===== src/rtl/tgt_engine_sched_if.sv =====
// Engine-scheduler bus: HDR control, CCC/DDR engine requests and muxed shared-resource outputs.
interface tgt_engine_sched_if;
    logic       i_hdr_en;
    logic       i_cmd_valid;
    logic       i_cmd_is_ccc;
    logic       i_exit_detect;
    logic       i_restart_detect;
    logic       i_tx_mode_done;
    logic       i_rx_mode_done;

    logic       i_ccc_tx_en;
    logic       i_ccc_rx_en;
    logic       i_ccc_regf_wr_en;
    logic       i_ccc_regf_rd_en;
    logic [4:0] i_ccc_tx_mode;
    logic [4:0] i_ccc_rx_mode;
    logic [7:0] i_ccc_regf_addr;
    logic       i_ccc_done;

    logic       i_ddr_tx_en;
    logic       i_ddr_rx_en;
    logic       i_ddr_regf_wr_en;
    logic       i_ddr_regf_rd_en;
    logic [4:0] i_ddr_tx_mode;
    logic [4:0] i_ddr_rx_mode;
    logic [7:0] i_ddr_regf_addr;
    logic       i_ddr_done;

    logic       o_ccc_en;
    logic       o_ddr_en;
    logic       o_tx_en;
    logic       o_rx_en;
    logic [4:0] o_tx_mode;
    logic [4:0] o_rx_mode;
    logic [7:0] o_regf_addr;
    logic       o_regf_wr_en;
    logic       o_regf_rd_en;
    logic       o_busy;
    logic       o_abort;

    modport master (
        output i_hdr_en, i_cmd_valid, i_cmd_is_ccc, i_exit_detect, i_restart_detect,
               i_tx_mode_done, i_rx_mode_done,
               i_ccc_tx_en, i_ccc_rx_en, i_ccc_regf_wr_en, i_ccc_regf_rd_en,
               i_ccc_tx_mode, i_ccc_rx_mode, i_ccc_regf_addr, i_ccc_done,
               i_ddr_tx_en, i_ddr_rx_en, i_ddr_regf_wr_en, i_ddr_regf_rd_en,
               i_ddr_tx_mode, i_ddr_rx_mode, i_ddr_regf_addr, i_ddr_done,
        input  o_ccc_en, o_ddr_en, o_tx_en, o_rx_en, o_tx_mode, o_rx_mode,
               o_regf_addr, o_regf_wr_en, o_regf_rd_en, o_busy, o_abort
    );

    modport slave (
        input  i_hdr_en, i_cmd_valid, i_cmd_is_ccc, i_exit_detect, i_restart_detect,
               i_tx_mode_done, i_rx_mode_done,
               i_ccc_tx_en, i_ccc_rx_en, i_ccc_regf_wr_en, i_ccc_regf_rd_en,
               i_ccc_tx_mode, i_ccc_rx_mode, i_ccc_regf_addr, i_ccc_done,
               i_ddr_tx_en, i_ddr_rx_en, i_ddr_regf_wr_en, i_ddr_regf_rd_en,
               i_ddr_tx_mode, i_ddr_rx_mode, i_ddr_regf_addr, i_ddr_done,
        output o_ccc_en, o_ddr_en, o_tx_en, o_rx_en, o_tx_mode, o_rx_mode,
               o_regf_addr, o_regf_wr_en, o_regf_rd_en, o_busy, o_abort
    );
endinterface


===== src/rtl/tgt_engine_sched.sv =====
// HDR target engine scheduler: grants the shared tx/rx/regfile to the CCC or DDR engine,
// with drain, restart, exit and inactivity-timeout handling.
module tgt_engine_sched #(
    parameter logic [7:0] TIMEOUT = 8'd200
) (
    input  logic               i_sys_clk,
    input  logic               i_sys_rst,
    tgt_engine_sched_if.slave  bus
);

    localparam int unsigned CNT_W = 8;

    localparam logic [2:0] ST_IDLE    = 3'd0;
    localparam logic [2:0] ST_ARMED   = 3'd1;
    localparam logic [2:0] ST_CCC_ACT = 3'd2;
    localparam logic [2:0] ST_DDR_ACT = 3'd3;
    localparam logic [2:0] ST_DRAIN   = 3'd4;

    logic [2:0]       state_q, state_d;
    logic [CNT_W-1:0] cnt_q, cnt_d;
    logic             abort_q, abort_d;
    logic             ccc_en_q, ddr_en_q, busy_q;
    logic             timeout_hit;
    logic             active_q, active_d;

    assign timeout_hit = (cnt_q >= TIMEOUT);
    assign active_q    = (state_q == ST_CCC_ACT) || (state_q == ST_DDR_ACT);
    assign active_d    = (state_d == ST_CCC_ACT) || (state_d == ST_DDR_ACT);

    // Next-state, abort pulse and inactivity counter; exit overrides everything.
    always_comb begin
        state_d = state_q;
        abort_d = 1'b0;
        cnt_d   = cnt_q;

        case (state_q)
            ST_IDLE: begin
                if (bus.i_hdr_en) state_d = ST_ARMED;
            end
            ST_ARMED: begin
                if (bus.i_cmd_valid)   state_d = bus.i_cmd_is_ccc ? ST_CCC_ACT : ST_DDR_ACT;
                else if (!bus.i_hdr_en) state_d = ST_IDLE;
            end
            ST_CCC_ACT: begin
                if (bus.i_restart_detect) state_d = ST_ARMED;
                else if (bus.i_ccc_done)  state_d = ST_DRAIN;
                else if (timeout_hit) begin
                    state_d = ST_DRAIN;
                    abort_d = 1'b1;
                end
            end
            ST_DDR_ACT: begin
                if (bus.i_restart_detect) state_d = ST_ARMED;
                else if (bus.i_ddr_done)  state_d = ST_DRAIN;
                else if (timeout_hit) begin
                    state_d = ST_DRAIN;
                    abort_d = 1'b1;
                end
            end
            ST_DRAIN: begin
                state_d = bus.i_hdr_en ? ST_ARMED : ST_IDLE;
            end
            default: state_d = ST_IDLE;
        endcase

        if (bus.i_exit_detect) begin
            state_d = ST_IDLE;
            abort_d = 1'b0;
        end

        // Counter runs only across consecutive active cycles and saturates.
        if (!active_d || !active_q || (state_d != state_q)) begin
            cnt_d = '0;
        end else if (bus.i_tx_mode_done || bus.i_rx_mode_done) begin
            cnt_d = '0;
        end else if (cnt_q != {CNT_W{1'b1}}) begin
            cnt_d = cnt_q + CNT_W'(1);
        end
    end

    // State, counter and registered status outputs.
    always_ff @(posedge i_sys_clk or negedge i_sys_rst) begin
        if (!i_sys_rst) begin
            state_q  <= ST_IDLE;
            cnt_q    <= '0;
            abort_q  <= 1'b0;
            ccc_en_q <= 1'b0;
            ddr_en_q <= 1'b0;
            busy_q   <= 1'b0;
        end else begin
            state_q  <= state_d;
            cnt_q    <= cnt_d;
            abort_q  <= abort_d;
            ccc_en_q <= (state_d == ST_CCC_ACT);
            ddr_en_q <= (state_d == ST_DDR_ACT);
            busy_q   <= active_d || (state_d == ST_DRAIN);
        end
    end

    // Shared-resource mux driven from the granted engine only.
    always_comb begin
        bus.o_tx_en      = 1'b0;
        bus.o_rx_en      = 1'b0;
        bus.o_tx_mode    = 5'd0;
        bus.o_rx_mode    = 5'd0;
        bus.o_regf_addr  = 8'd0;
        bus.o_regf_wr_en = 1'b0;
        bus.o_regf_rd_en = 1'b0;
        case (state_q)
            ST_CCC_ACT: begin
                bus.o_tx_en      = bus.i_ccc_tx_en;
                bus.o_rx_en      = bus.i_ccc_rx_en;
                bus.o_tx_mode    = bus.i_ccc_tx_mode;
                bus.o_rx_mode    = bus.i_ccc_rx_mode;
                bus.o_regf_addr  = bus.i_ccc_regf_addr;
                bus.o_regf_wr_en = bus.i_ccc_regf_wr_en;
                bus.o_regf_rd_en = bus.i_ccc_regf_rd_en;
            end
            ST_DDR_ACT: begin
                bus.o_tx_en      = bus.i_ddr_tx_en;
                bus.o_rx_en      = bus.i_ddr_rx_en;
                bus.o_tx_mode    = bus.i_ddr_tx_mode;
                bus.o_rx_mode    = bus.i_ddr_rx_mode;
                bus.o_regf_addr  = bus.i_ddr_regf_addr;
                bus.o_regf_wr_en = bus.i_ddr_regf_wr_en;
                bus.o_regf_rd_en = bus.i_ddr_regf_rd_en;
            end
            default: ;
        endcase
    end

    assign bus.o_ccc_en = ccc_en_q;
    assign bus.o_ddr_en = ddr_en_q;
    assign bus.o_busy   = busy_q;
    assign bus.o_abort  = abort_q;

endmodule


===== src/flat_wrapper.sv =====
// flat-port wrapper written by rule: the top's interface ports become plain ports
module tgt_engine_sched_flat 
#(
    parameter logic [7:0] TIMEOUT = 8'd200
)
  (i_sys_clk, i_sys_rst, bus_i_hdr_en, bus_i_cmd_valid, bus_i_cmd_is_ccc, bus_i_exit_detect, bus_i_restart_detect, bus_i_tx_mode_done, bus_i_rx_mode_done, bus_i_ccc_tx_en, bus_i_ccc_rx_en, bus_i_ccc_regf_wr_en, bus_i_ccc_regf_rd_en, bus_i_ccc_tx_mode, bus_i_ccc_rx_mode, bus_i_ccc_regf_addr, bus_i_ccc_done, bus_i_ddr_tx_en, bus_i_ddr_rx_en, bus_i_ddr_regf_wr_en, bus_i_ddr_regf_rd_en, bus_i_ddr_tx_mode, bus_i_ddr_rx_mode, bus_i_ddr_regf_addr, bus_i_ddr_done, bus_o_ccc_en, bus_o_ddr_en, bus_o_tx_en, bus_o_rx_en, bus_o_tx_mode, bus_o_rx_mode, bus_o_regf_addr, bus_o_regf_wr_en, bus_o_regf_rd_en, bus_o_busy, bus_o_abort);
  tgt_engine_sched_if bus_i ();
  input  logic i_sys_clk;
  input  logic i_sys_rst;
  input wire logic [$bits(bus_i.i_hdr_en)-1:0] bus_i_hdr_en;
  input wire logic [$bits(bus_i.i_cmd_valid)-1:0] bus_i_cmd_valid;
  input wire logic [$bits(bus_i.i_cmd_is_ccc)-1:0] bus_i_cmd_is_ccc;
  input wire logic [$bits(bus_i.i_exit_detect)-1:0] bus_i_exit_detect;
  input wire logic [$bits(bus_i.i_restart_detect)-1:0] bus_i_restart_detect;
  input wire logic [$bits(bus_i.i_tx_mode_done)-1:0] bus_i_tx_mode_done;
  input wire logic [$bits(bus_i.i_rx_mode_done)-1:0] bus_i_rx_mode_done;
  input wire logic [$bits(bus_i.i_ccc_tx_en)-1:0] bus_i_ccc_tx_en;
  input wire logic [$bits(bus_i.i_ccc_rx_en)-1:0] bus_i_ccc_rx_en;
  input wire logic [$bits(bus_i.i_ccc_regf_wr_en)-1:0] bus_i_ccc_regf_wr_en;
  input wire logic [$bits(bus_i.i_ccc_regf_rd_en)-1:0] bus_i_ccc_regf_rd_en;
  input wire logic [$bits(bus_i.i_ccc_tx_mode)-1:0] bus_i_ccc_tx_mode;
  input wire logic [$bits(bus_i.i_ccc_rx_mode)-1:0] bus_i_ccc_rx_mode;
  input wire logic [$bits(bus_i.i_ccc_regf_addr)-1:0] bus_i_ccc_regf_addr;
  input wire logic [$bits(bus_i.i_ccc_done)-1:0] bus_i_ccc_done;
  input wire logic [$bits(bus_i.i_ddr_tx_en)-1:0] bus_i_ddr_tx_en;
  input wire logic [$bits(bus_i.i_ddr_rx_en)-1:0] bus_i_ddr_rx_en;
  input wire logic [$bits(bus_i.i_ddr_regf_wr_en)-1:0] bus_i_ddr_regf_wr_en;
  input wire logic [$bits(bus_i.i_ddr_regf_rd_en)-1:0] bus_i_ddr_regf_rd_en;
  input wire logic [$bits(bus_i.i_ddr_tx_mode)-1:0] bus_i_ddr_tx_mode;
  input wire logic [$bits(bus_i.i_ddr_rx_mode)-1:0] bus_i_ddr_rx_mode;
  input wire logic [$bits(bus_i.i_ddr_regf_addr)-1:0] bus_i_ddr_regf_addr;
  input wire logic [$bits(bus_i.i_ddr_done)-1:0] bus_i_ddr_done;
  output wire logic [$bits(bus_i.o_ccc_en)-1:0] bus_o_ccc_en;
  output wire logic [$bits(bus_i.o_ddr_en)-1:0] bus_o_ddr_en;
  output wire logic [$bits(bus_i.o_tx_en)-1:0] bus_o_tx_en;
  output wire logic [$bits(bus_i.o_rx_en)-1:0] bus_o_rx_en;
  output wire logic [$bits(bus_i.o_tx_mode)-1:0] bus_o_tx_mode;
  output wire logic [$bits(bus_i.o_rx_mode)-1:0] bus_o_rx_mode;
  output wire logic [$bits(bus_i.o_regf_addr)-1:0] bus_o_regf_addr;
  output wire logic [$bits(bus_i.o_regf_wr_en)-1:0] bus_o_regf_wr_en;
  output wire logic [$bits(bus_i.o_regf_rd_en)-1:0] bus_o_regf_rd_en;
  output wire logic [$bits(bus_i.o_busy)-1:0] bus_o_busy;
  output wire logic [$bits(bus_i.o_abort)-1:0] bus_o_abort;
  assign bus_i.i_hdr_en = bus_i_hdr_en;
  assign bus_i.i_cmd_valid = bus_i_cmd_valid;
  assign bus_i.i_cmd_is_ccc = bus_i_cmd_is_ccc;
  assign bus_i.i_exit_detect = bus_i_exit_detect;
  assign bus_i.i_restart_detect = bus_i_restart_detect;
  assign bus_i.i_tx_mode_done = bus_i_tx_mode_done;
  assign bus_i.i_rx_mode_done = bus_i_rx_mode_done;
  assign bus_i.i_ccc_tx_en = bus_i_ccc_tx_en;
  assign bus_i.i_ccc_rx_en = bus_i_ccc_rx_en;
  assign bus_i.i_ccc_regf_wr_en = bus_i_ccc_regf_wr_en;
  assign bus_i.i_ccc_regf_rd_en = bus_i_ccc_regf_rd_en;
  assign bus_i.i_ccc_tx_mode = bus_i_ccc_tx_mode;
  assign bus_i.i_ccc_rx_mode = bus_i_ccc_rx_mode;
  assign bus_i.i_ccc_regf_addr = bus_i_ccc_regf_addr;
  assign bus_i.i_ccc_done = bus_i_ccc_done;
  assign bus_i.i_ddr_tx_en = bus_i_ddr_tx_en;
  assign bus_i.i_ddr_rx_en = bus_i_ddr_rx_en;
  assign bus_i.i_ddr_regf_wr_en = bus_i_ddr_regf_wr_en;
  assign bus_i.i_ddr_regf_rd_en = bus_i_ddr_regf_rd_en;
  assign bus_i.i_ddr_tx_mode = bus_i_ddr_tx_mode;
  assign bus_i.i_ddr_rx_mode = bus_i_ddr_rx_mode;
  assign bus_i.i_ddr_regf_addr = bus_i_ddr_regf_addr;
  assign bus_i.i_ddr_done = bus_i_ddr_done;
  assign bus_o_ccc_en = bus_i.o_ccc_en;
  assign bus_o_ddr_en = bus_i.o_ddr_en;
  assign bus_o_tx_en = bus_i.o_tx_en;
  assign bus_o_rx_en = bus_i.o_rx_en;
  assign bus_o_tx_mode = bus_i.o_tx_mode;
  assign bus_o_rx_mode = bus_i.o_rx_mode;
  assign bus_o_regf_addr = bus_i.o_regf_addr;
  assign bus_o_regf_wr_en = bus_i.o_regf_wr_en;
  assign bus_o_regf_rd_en = bus_i.o_regf_rd_en;
  assign bus_o_busy = bus_i.o_busy;
  assign bus_o_abort = bus_i.o_abort;
  tgt_engine_sched #(.TIMEOUT(TIMEOUT)) u_core (.i_sys_clk(i_sys_clk), .i_sys_rst(i_sys_rst), .bus(bus_i));
endmodule

===== config.mk =====
export PLATFORM = sky130hd
export DESIGN_NAME = tgt_engine_sched_flat
export DESIGN_NICKNAME = d
export VERILOG_FILES = /design/src/rtl/tgt_engine_sched_if.sv /design/src/rtl/tgt_engine_sched.sv /design/src/flat_wrapper.sv
export SDC_FILE = /design/constraint.sdc
export NUM_CORES = 1
export LEC_CHECK = 0
export CAP_MARGIN = 25
export CELL_PAD_IN_SITES_DETAIL_PLACEMENT = 0
export CELL_PAD_IN_SITES_GLOBAL_PLACEMENT = 2
export CORE_AREA = 2 2 80 82
export CTS_CLUSTER_DIAMETER = 120
export DETAILED_ROUTE_END_ITERATION = 8
export DIE_AREA = 0 0 82 84
export GPL_ROUTABILITY_DRIVEN = 0
export MAX_ROUTING_LAYER = met4
export PLACE_DENSITY = 0.81
export SYNTH_ARGS = -nofsm -noshare
export SYNTH_HDL_FRONTEND = slang
export SYNTH_SLANG_ARGS = --single-unit

===== constraint.sdc =====
create_clock -name i_sys_clk -period 1.8 [get_ports i_sys_clk]
set_input_delay 0.36 -clock i_sys_clk [delete_from_list [all_inputs] [get_ports i_sys_clk]]
set_output_delay 0.36 -clock i_sys_clk [all_outputs]
set_load 0.005 [all_outputs]

==> flow_summary.toml <==
[outcome]
status = "finished with violations"
violations = "negative setup slack"

[floorplanning]
die_w_um = 82
row_count = 29
die_y_um = 84
die_area_mm2 = 0.006888
start_util_pct = 16.46
ios = 81
core_mm2 = 0.006096

[setup_path]
crit_path_end_kind = "output port"
worstPathArrival_ns = 1.66
criticalPathCategory = "flip-flop to output port"
cp_slowest_cell = "dfrtp_1"
start_kind = "flip-flop"
path_common_cell = "buf_6"
crit_chain = "or2b_1 > nor2_4 > buf_6 > buf_6 > buf_6 > a22o_1 > buf_2"
crit_family = "simple AND/OR/NAND/NOR gates"
crit_buf_inv = 4
slowest_delay_ns = 0.41
crit_required_ns = 1.44
cp_max_fo = 4

[global_route]
grt_pass1_wl_um = 5975
grt_pass1_vias = 1236
grtUsageTotal_pct = 11.49
antenna_found_initial = 0
overflow = 0
grt_max_degree = 16

[clocking]
cts_root_buf = "clkbuf_8"
clock_path_buffers = 2
h-tree-depth = 1
cts_tree = "built"
cts_buffers = 3
clkSinkCount = 15
cts.clk_slew.worst_paths_ns = 0.06
clkLatencyLatePin_ns = 0.25
cts_hold_buf = 0

[placed_design]
dp_cells = 274
io_buffers = 80
hpwl_um = 2929

[final_layout]
antenna-diode-count = 0
regArea_um2 = 375.4
final_net_count = 275
drive_gt1_share_pct = 35.48
fillerInstances = 643
multi_input_area_um2 = 631.9
finalNonFillerCells = 294
syn2layout_area_growth_pct = 117.5

[sta]
rsz0062_at_grt = "yes"
relSlewSlack_pct = 75.07
timing.hold.ws_ns = 0.4210
fin_crit_sh_pct = 112.3
finalHoldViolCount = 0
min_period_ns = 2.022
fmax_mhz = 494.5
slew_violations = 0
skew_ns = 0.002194
setup_violations = 30
setup-tns-final_ns = -4.351
worst_pin_slew_ns = 0.3733
final.setup.worst_slack_ns = -0.2221

[drt]
ant_nets = 0
wl_per_cell_um = 13.26
dr.pass1.iters = 4
viasPerCell = 4.136
drc = 0
via_count = 1216
drt_iter0_markers = 42
wirelength_um = 3899

[power]
p_per_area_mw_per_mm2 = 406.6
cellLeakagePower_uw = 0.0009649
ir_drop_mv = 0.2488

[yosys]
mappedNetlistArea_mm2 = 0.001003
ys_seq_area_share_pct = 37.41
postSynthCellCount = 103
synth_fp_nets = 160
ys.warnings.count = 0
synth_top_cell_area_share_pct = 37.41
synth.largest_area_cell = "dfrtp_1"
synthTopCellsByArea = "dfrtp_1, a22o_1, nor2_1"
yosysUniqueCellTypes = 35
syn_avg_cell_area_um2 = 9.742
ys_ff_latch = 15

[hold_path]
hp-class = "input port to async pin"

[run]
max_cap_viol_count = 0
==> final timing paths <==
path / slack (ns) / start / cells past startpoint / endpoint
min reg2reg: 0.59 / u_core.cnt_q[1] / 2 / u_core.cnt_q[1]
max: -0.22 / u_core.state_q[2] / 7 / bus_o_rx_mode[2]
max reg2reg: -0.17 / u_core.state_q[2] / 6 / u_core.cnt_q[7]
min: 0.42 / i_sys_rst / 2 / u_core.cnt_q[1]
min in group i_sys_clk: 0.59 / u_core.cnt_q[1] / 2 / u_core.cnt_q[1]
max in group asynchronous: 1.21 / i_sys_rst / 2 / u_core.cnt_q[7]
==> state kept, by name, indices dropped and copies added, names as in the netlist <==
signal	count
u_core.bus.o_busy	1
u_core.bus.o_abort	1
u_core.state_q	3
u_core.bus.o_ccc_en	1
u_core.bus.o_ddr_en	1
u_core.cnt_q	8
==> cell usage after synthesis <==
library cell and count:
a2111o_1 1, a2111oi_0 1, a2111oi_2 1, a211oi_1 1
a21oi_1 6, a22o_1 22, a31oi_1 1, and2_1 1
and2b_1 1, and3_1 2, and4bb_2 1, clkbuf_1 5
dfrtp_1 15, ha_1 2, inv_1 5, mux2i_1 2
nand2_1 3, nand2b_1 3, nand3_1 1, nand3_2 1
nand3b_1 1, nand4_1 1, nor2_1 10, nor2b_1 1
nor3_1 1, nor3b_1 1, nor3b_2 1, o21ai_0 2
o311ai_4 1, or2_2 1, or2b_1 1, or3_1 1
or4_1 1, xnor2_1 4, xor2_1 1
==> stage by stage <==
| step | total power, µW | instance area (µm²) | util (%) | worst slack [ns] |
|---|---|---|---|---|
| after floorplan | 406.4 | 1003 | - | 0.1626 |
| after global placement | 602.7 | 2024 | 33.21 | -0.2513 |
| after detailed placement | 603.1 | 2024 | 33.21 | -0.2824 |
| after CTS | 881.8 | 2122 | 34.81 | -0.2401 |
| after global routing | 928.6 | 2182 | 35.80 | -0.3120 |
| final | 887.3 | 2182 | 35.80 | -0.2221 |
==> cell type report <==
class,instances,area share [%]
clock buffer,3,1.892
clock inverter,1,0.2294
tap,77,4.415
inverter,5,0.8601
multi-input combinational,78,28.96
timing repair buffer,115,46.44
sequential,15,17.20
==> cells by family after synthesis <==
family	Yosys count	share of synthesized area [%]
buffers and inverters	10	3.741
adder cells (fa/ha/maj)	2	2.493
XOR/XNOR	5	4.364
flip-flops	15	37.41
multiplexers	2	1.995
AND/OR/NAND/NOR	33	19.33
AO/OA/AOI/OAI	36	30.67
==> worst register-to-register path, stage by stage, from the launching register on <==
cell and delay [ns]:
dfrtp_1 0.41, or2b_1 0.29, buf_4 0.15, buf_6 0.11, nand3b_1 0.19, a2111o_2 0.56, nor3b_2 0.18
==> power breakdown <==
part | total, µW | leakage (µW) | internal (µW) | switching [µW]
registers | 346 | 0.000208 | 343 | 3.41
clock network | 281 | 0.0000255 | 154 | 128
logic | 260 | 0.000732 | 179 | 80.2
==> per-layer routing <==
metal / global-route usage (%) / up-vias / part of all wire (%)
li1: - / 614 / -
met1: 14.82 / 575 / 44
met2: 18.11 / 20 / 52
met3: 1.732 / 7 / 1.9
met4: 3.939 / 0 / 1.9
met5: - / - / 0
==> placed cells by master (no fill, tap or decap), types with 2 or more instances in the layout <==
| cell | n |
|---|---|
| mux2i_1 | 2 |
| dfrtp_1 | 15 |
| o21ai_0 | 2 |
| xnor2_1 | 4 |
| buf_6 | 16 |
| inv_1 | 5 |
| nor2_1 | 8 |
| clkbuf_8 | 3 |
| buf_2 | 22 |
| a22o_1 | 22 |
| and3_1 | 2 |
| nor3b_2 | 2 |
| nand2_1 | 3 |
| buf_4 | 19 |
| ha_1 | 2 |
| clkdlybuf4s50_1 | 58 |
| a21oi_2 | 5 |
| a2111oi_2 | 2 |
| nand2b_1 | 3 |
==> repair_timing <==
item                                    4_1_cts  5_1_grt
gates resized for setup                     106       13
setup buffers                                14        2
pin swaps                                     9        9
endpoints found under the hold margin         0        0
endpoints found under the setup margin       23       31
gates cloned                                  2        0
Note: power is estimated with default switching activity, not from simulation.
